===== src/rtl/uart_tx.sv =====
// uart_tx: UART transmit serializer.
// Pops one byte per frame from the TX FIFO over valid/ready and shifts out
// start bit, DATA_BITS data bits LSB first, optional parity, and 1 or 2 stop
// bits on tx_o. Bit period and frame format are captured when the byte is
// accepted, so register writes during a frame only affect the next one.
// Build option: define UART_TX_PARITY_EN to include the parity bit support;
// without it the parity inputs are ignored and frames never carry parity.

module uart_tx #(
  parameter int DATA_BITS     = 8,
  parameter int CLK_DIV_WIDTH = 32
) (
  input  logic                     clk_i,
  input  logic                     rst_i,
  input  logic                     tx_en_i,
  input  logic [CLK_DIV_WIDTH-1:0] clk_div_i,
  input  logic                     parity_en_i,
  input  logic                     parity_odd_i,
  input  logic                     stop2_i,
  input  logic [DATA_BITS-1:0]     data_i,
  input  logic                     data_valid_i,
  output logic                     data_ready_o,
  output logic                     tx_o,
  output logic                     busy_o,
  output logic                     done_o
);

  localparam int IDX_W = (DATA_BITS > 1) ? $clog2(DATA_BITS) : 1;
  localparam logic [IDX_W-1:0] LAST_IDX = IDX_W'(DATA_BITS - 1);

  localparam logic [2:0] IDLE   = 3'd0;
  localparam logic [2:0] START  = 3'd1;
  localparam logic [2:0] DATA   = 3'd2;
`ifdef UART_TX_PARITY_EN
  localparam logic [2:0] PARITY = 3'd3;
`endif
  localparam logic [2:0] STOP   = 3'd4;

  logic [2:0]               state;
  logic [CLK_DIV_WIDTH-1:0] period;       // latched bit period, never 0
  logic [CLK_DIV_WIDTH-1:0] cnt;          // cycles left in current bit, minus one
  logic [DATA_BITS-1:0]     shreg;        // remaining data bits, next bit at [0]
  logic [IDX_W-1:0]         idx;          // index of data bit currently on the line
  logic                     stop2_q;
  logic                     stop_second;  // second stop bit in progress
  logic                     tx_q;
  logic                     done_q;
`ifdef UART_TX_PARITY_EN
  logic                     par_en_q;
  logic                     par_bit_q;
`else
  logic                     unused_parity;
  assign unused_parity = parity_en_i ^ parity_odd_i;
`endif

  logic                     transfer;
  logic                     bit_end;
  logic [CLK_DIV_WIDTH-1:0] div_clamped;

  // A divider of 0 would stall the line forever; treat it as one cycle per bit.
  assign div_clamped  = (clk_div_i == '0) ? CLK_DIV_WIDTH'(1) : clk_div_i;
  assign data_ready_o = (state == IDLE) & tx_en_i & ~rst_i;
  assign transfer     = data_valid_i & data_ready_o;
  assign bit_end      = (cnt == '0);
  assign busy_o       = (state != IDLE);
  assign tx_o         = tx_q;
  assign done_o       = done_q;

  // Frame sequencer: accepts a byte in IDLE, then steps one bit per period.
  always_ff @(posedge clk_i) begin
    if (rst_i) begin
      state       <= IDLE;
      period      <= '0;
      cnt         <= '0;
      shreg       <= '0;
      idx         <= '0;
      stop2_q     <= 1'b0;
      stop_second <= 1'b0;
      tx_q        <= 1'b1;
      done_q      <= 1'b0;
`ifdef UART_TX_PARITY_EN
      par_en_q    <= 1'b0;
      par_bit_q   <= 1'b0;
`endif
    end else begin
      done_q <= 1'b0;
      if (state == IDLE) begin
        if (transfer) begin
          state       <= START;
          tx_q        <= 1'b0;
          shreg       <= data_i;
          period      <= div_clamped;
          cnt         <= div_clamped - 1'b1;
          stop2_q     <= stop2_i;
          stop_second <= 1'b0;
          idx         <= '0;
`ifdef UART_TX_PARITY_EN
          par_en_q    <= parity_en_i;
          par_bit_q   <= (^data_i) ^ parity_odd_i;
`endif
        end
      end else if (!bit_end) begin
        cnt <= cnt - 1'b1;
      end else begin
        // Current bit has been held for a full period; move to the next one.
        cnt <= period - 1'b1;
        case (state)
          START: begin
            state <= DATA;
            idx   <= '0;
            tx_q  <= shreg[0];
            shreg <= shreg >> 1;
          end
          DATA: begin
            if (idx == LAST_IDX) begin
`ifdef UART_TX_PARITY_EN
              if (par_en_q) begin
                state <= PARITY;
                tx_q  <= par_bit_q;
              end else begin
                state <= STOP;
                tx_q  <= 1'b1;
              end
`else
              state <= STOP;
              tx_q  <= 1'b1;
`endif
            end else begin
              idx   <= idx + 1'b1;
              tx_q  <= shreg[0];
              shreg <= shreg >> 1;
            end
          end
`ifdef UART_TX_PARITY_EN
          PARITY: begin
            state <= STOP;
            tx_q  <= 1'b1;
          end
`endif
          STOP: begin
            if (stop2_q && !stop_second) begin
              stop_second <= 1'b1;
            end else begin
              state  <= IDLE;
              tx_q   <= 1'b1;
              done_q <= 1'b1;
            end
          end
          default: begin
            state <= IDLE;
            tx_q  <= 1'b1;
          end
        endcase
      end
    end
  end

endmodule


===== config.mk =====
export PLATFORM = sky130hd
export DESIGN_NAME = uart_tx
export DESIGN_NICKNAME = d
export VERILOG_FILES = /design/src/rtl/uart_tx.sv
export SDC_FILE = /design/constraint.sdc
export NUM_CORES = 1
export LEC_CHECK = 0
export CAP_MARGIN = 5
export CORE_MARGIN = 2
export CORE_UTILIZATION = 45
export CTS_CLUSTER_DIAMETER = 200
export CTS_CLUSTER_SIZE = 16
export DETAILED_ROUTE_END_ITERATION = 8
export PLACE_DENSITY = 0.63
export SLEW_MARGIN = 10
export SYNTH_ARGS = -nofsm -noshare
export SYNTH_HDL_FRONTEND = slang
export SYNTH_SLANG_ARGS = --single-unit

===== constraint.sdc =====
create_clock -name clk_i -period 4.1 [get_ports clk_i]
set_clock_uncertainty 0.15 [all_clocks]
set_input_delay 1.23 -clock clk_i [delete_from_list [all_inputs] [get_ports clk_i]]
set_output_delay 1.23 -clock clk_i [all_outputs]
set_load 0.01 [all_outputs]

==> flow_metrics.tcl, run 1 <==
set metrics [dict create \
    synth_most_common_cell "nand2_1" \
    synthAdderAreaFrac 0.00810 \
    power_density_nw_per_um2 396 \
    ys_async_sr_fraction 0 \
    path_class "input pin to output port" \
    ys_seq_elements 82 \
    place_congestion 0.843 \
    place.port_buffers 48 \
    netlist.area_leader.share 0.354 \
    placed_area_um2 5580 \
    fin_ws_ns 0.133 \
    grt_pass1_vias 4582 \
    clkPwrFrac 0.324 \
    post_cts_buffers 0 \
    drive_gt1_frac 0.140 \
    htreeDepth 3 \
    ios 51 \
    antenna_found_initial 0 \
    dieHeight_um 105 \
    avgSynthCellArea_um2 7.34 \
    cap_viol_max_count 0 \
    cts_made_buffers 9 \
    synth-simple-area-share 0.329 \
    holdPathStages 2 \
    synth_compound_area_frac 0.224 \
    worstPathCellList "clkdlybuf4s50_1 -> nor3b_1 -> clkdlybuf4s50_1" \
    setup-violations-final 0 \
    synth_edf_count 0 \
    max_freq_mhz 252 \
    clockBufferDepth 2 \
    rr_startpoint "cnt[5]" \
    synth_cell_types 61 \
    required_ns 2.72 \
    p_sw_mw 0.750 \
    synthTopCellsByCount "146 x nand2_1, 82 x dfxtp_1, 73 x nor2_1, 59 x a21oi_1, 33 x nor4_1" \
    postSynthCellCount 631 \
    post-route-util 0.577 \
    cts_root_buf "clkbuf_8" \
    drc 0 \
    synth_xor_area_frac 0.0246 \
    endpoint_kind "output port" \
    power.leakage_nw 2.10 \
    dr.pass1.iters 5 \
    area_delta_synth_final_pct 26.2 \
    clkTransAtPathRegs_ns 0.08 \
    synth_warnings 0 \
    min_period_ns 3.97 \
    slowest_stage "clkdlybuf4s50_1" \
    pwr-share-seq 0.402 \
    nNetsFinal 764 \
    grt_overflow_total 0 \
    seq_area_frac_synth 0.354 \
    cts_sinks 82 \
    hold_viol_final 0 \
    multi_input_area_um2 2790 \
    min_to "period[10]" \
    status "complete, no violations" \
    min_path_type "flop to flop" \
    cp-start-kind "input pin" \
    synthesis.area_um2 4630 \
    worstPathArrival_ns 2.59 \
    muxShareOfSynthArea 0.0130 \
    vdd_drop_max_uv 209 \
    grt_usage 0.260 \
    vias_per_cell 5.91 \
    p_int_mw 1.57 \
    num_vias 5056 \
    path_common_cell "clkdlybuf4s50_1" \
    drtIter0Drc 450 \
    rr_worst_depth 8 \
    fin_crit_sh 0.968 \
    clk_latency_ns 0.36 \
    die_x_um 105 \
    crit_path_max_incr_delay_ns 0.61 \
    cts_tree "yes" \
    grt_pass1_wl_um 23400 \
    dieArea_um2 11100 \
    register_area_um2 1640 \
    cts_hold_buf 0 \
    r2r_end "cnt[31]" \
    worst_slew_pin_slew_ns 0.937 \
    stdcell_area_um2 5850 \
    switching_share 0.324 \
    insertedDiodeCount 0 \
    core.rowCount 37 \
    crit_fanout 3 \
    grt_max_degree 85 \
    hold_ws_ns 0.308 \
    combPwrFrac 0.274 \
    rsz0062_at_grt "false" \
    coreArea_um2 10100 \
    pre_cts_slack_ns -0.227 \
    wl_um 14400 \
    slew_headroom 0.375 \
    min-delay-start "period[10]" \
    hpwl_um 9990 \
    final_max_slew_viol_count 0 \
    yosys_most_used_dff "dfxtp_1" \
    r2r_setup_slack_ns 0.51 \
    wl_per_cell_um 16.8 \
    p_total_mw 2.32 \
    initial_core_util 0.457 \
    synth_top_family_by_area "simple AND/OR/NAND/NOR gates" \
    syn_nets 681 \
    yosys-top-cells-area "dfxtp_1 35%, nand2_1 12%, a21oi_1 6.4%" \
    ant_nets 0 \
    nFillCells 976 \
    yosys.area.top_type "dfxtp_1" \
]
-- final cells by class --
| class | instances | share of cell area |
|---|---|---|
| Clock buffer | 12 | 0.0265 |
| Clock inverter | 4 | 0.0167 |
| Inverter | 9 | 0.00577 |
| Multi-Input combinational cell | 501 | 0.477 |
| Sequential cell | 82 | 0.281 |
| Tap cell | 136 | 0.0291 |
| Timing Repair Buffer | 111 | 0.164 |
-- repair_timing --
item | in CTS | in global routing
endpoints found under the setup margin | 0 | 5
endpoints found under the hold margin | 0 | 0
resized for setup | 0 | 3
-- critical path: cells and delay by family --
family / cells / cell delay (ns)
buffers and inverters: 2 / 1.06
and+or+nand+nor: 1 / 0.30
-- worst max-delay path by stage --
| stage | startpoint | endpoint | slack (ns) | depth (start not counted) |
|---|---|---|---|---|
| finish | tx_en_i | data_ready_o | 0.13 | 3 |
| global route | clk_div_i[21] | cnt[22] | 0.007 | 12 |
| CTS | tx_en_i | data_ready_o | 0.13 | 3 |
| detailed placement | clk_div_i[21] | cnt[20] | -0.23 | 12 |
| global placement | clk_div_i[21] | cnt[20] | -0.15 | 12 |
| floorplan | clk_div_i[9] | cnt[22] | 0.88 | 9 |
-- per-layer routing --
metal	share of wire	vias to the layer above	track usage
met4	0.014	0	0.0743
li1	-	2452	-
met5	0	-	0
met2	0.46	162	0.411
met1	0.47	2426	0.376
met3	0.056	16	0.0266
-- cell usage in the layout (no fill, tap or decap), types with 5 or more instances in the layout --
cell / n
xor2_1: 7
dfxtp_1: 82
a211oi_1: 15
a311oi_1: 10
a21oi_1: 59
nand4_1: 15
buf_4: 62
nor2_1: 73
xnor2_1: 6
nand2_1: 145
nand3_1: 7
a31oi_1: 12
a31oi_2: 5
clkbuf_8: 11
o21ai_0: 18
inv_1: 8
or3_1: 5
clkdlybuf4s50_1: 47
mux2i_1: 6
nor4_1: 32
nor3_1: 11
-- sequential cells by signal, summed over array words and instances (netlist names) --
| signal | cells |
|---|---|
| cnt | 32 |
| done_o | 1 |
| idx | 3 |
| period | 32 |
| shreg | 8 |
| state | 3 |
| stop2_q | 1 |
| stop_second | 1 |
| tx_o | 1 |
-- power groups by stage --
stage	Combinational (mW)	Clock (mW)	Sequential, mW
after floorplan	0.408	0	0.924
after global placement	0.608	0	0.946
after detailed placement	0.623	0	0.947
after CTS	0.625	0.760	0.929
after global routing	0.698	0.799	0.940
final	0.635	0.750	0.931
-- cells by family after synthesis --
kind of cell,count (synthesis)
muxes,6
adders and majority gates,3
buffers and inverters,48
AOI/OAI and AO/OA,157
xor gates and xnor gates,13
and+or+nand+nor,322
DFF,82
-- stage by stage --
step / cells / TNS [ns]
detailed placement: 839 / -2.23
global placement: 839 / -0.922
finish: 855 / 0
global route: 855 / 0
floorplan: 631 / 0
CTS: 855 / 0
Power figures use the tool's default switching activity.
==> inputs of run 2 (changes only) <==
SLEW_MARGIN = not set   (was 10)
==> results of run 2 <==
No change in the layout: final DEF, timing and power equal those of run 1.
==> inputs of run 3 (changes only) <==
TNS_END_PERCENT = 50   (was not set)
==> results of run 3 <==
No change in the layout: final DEF, timing and power equal those of run 1.
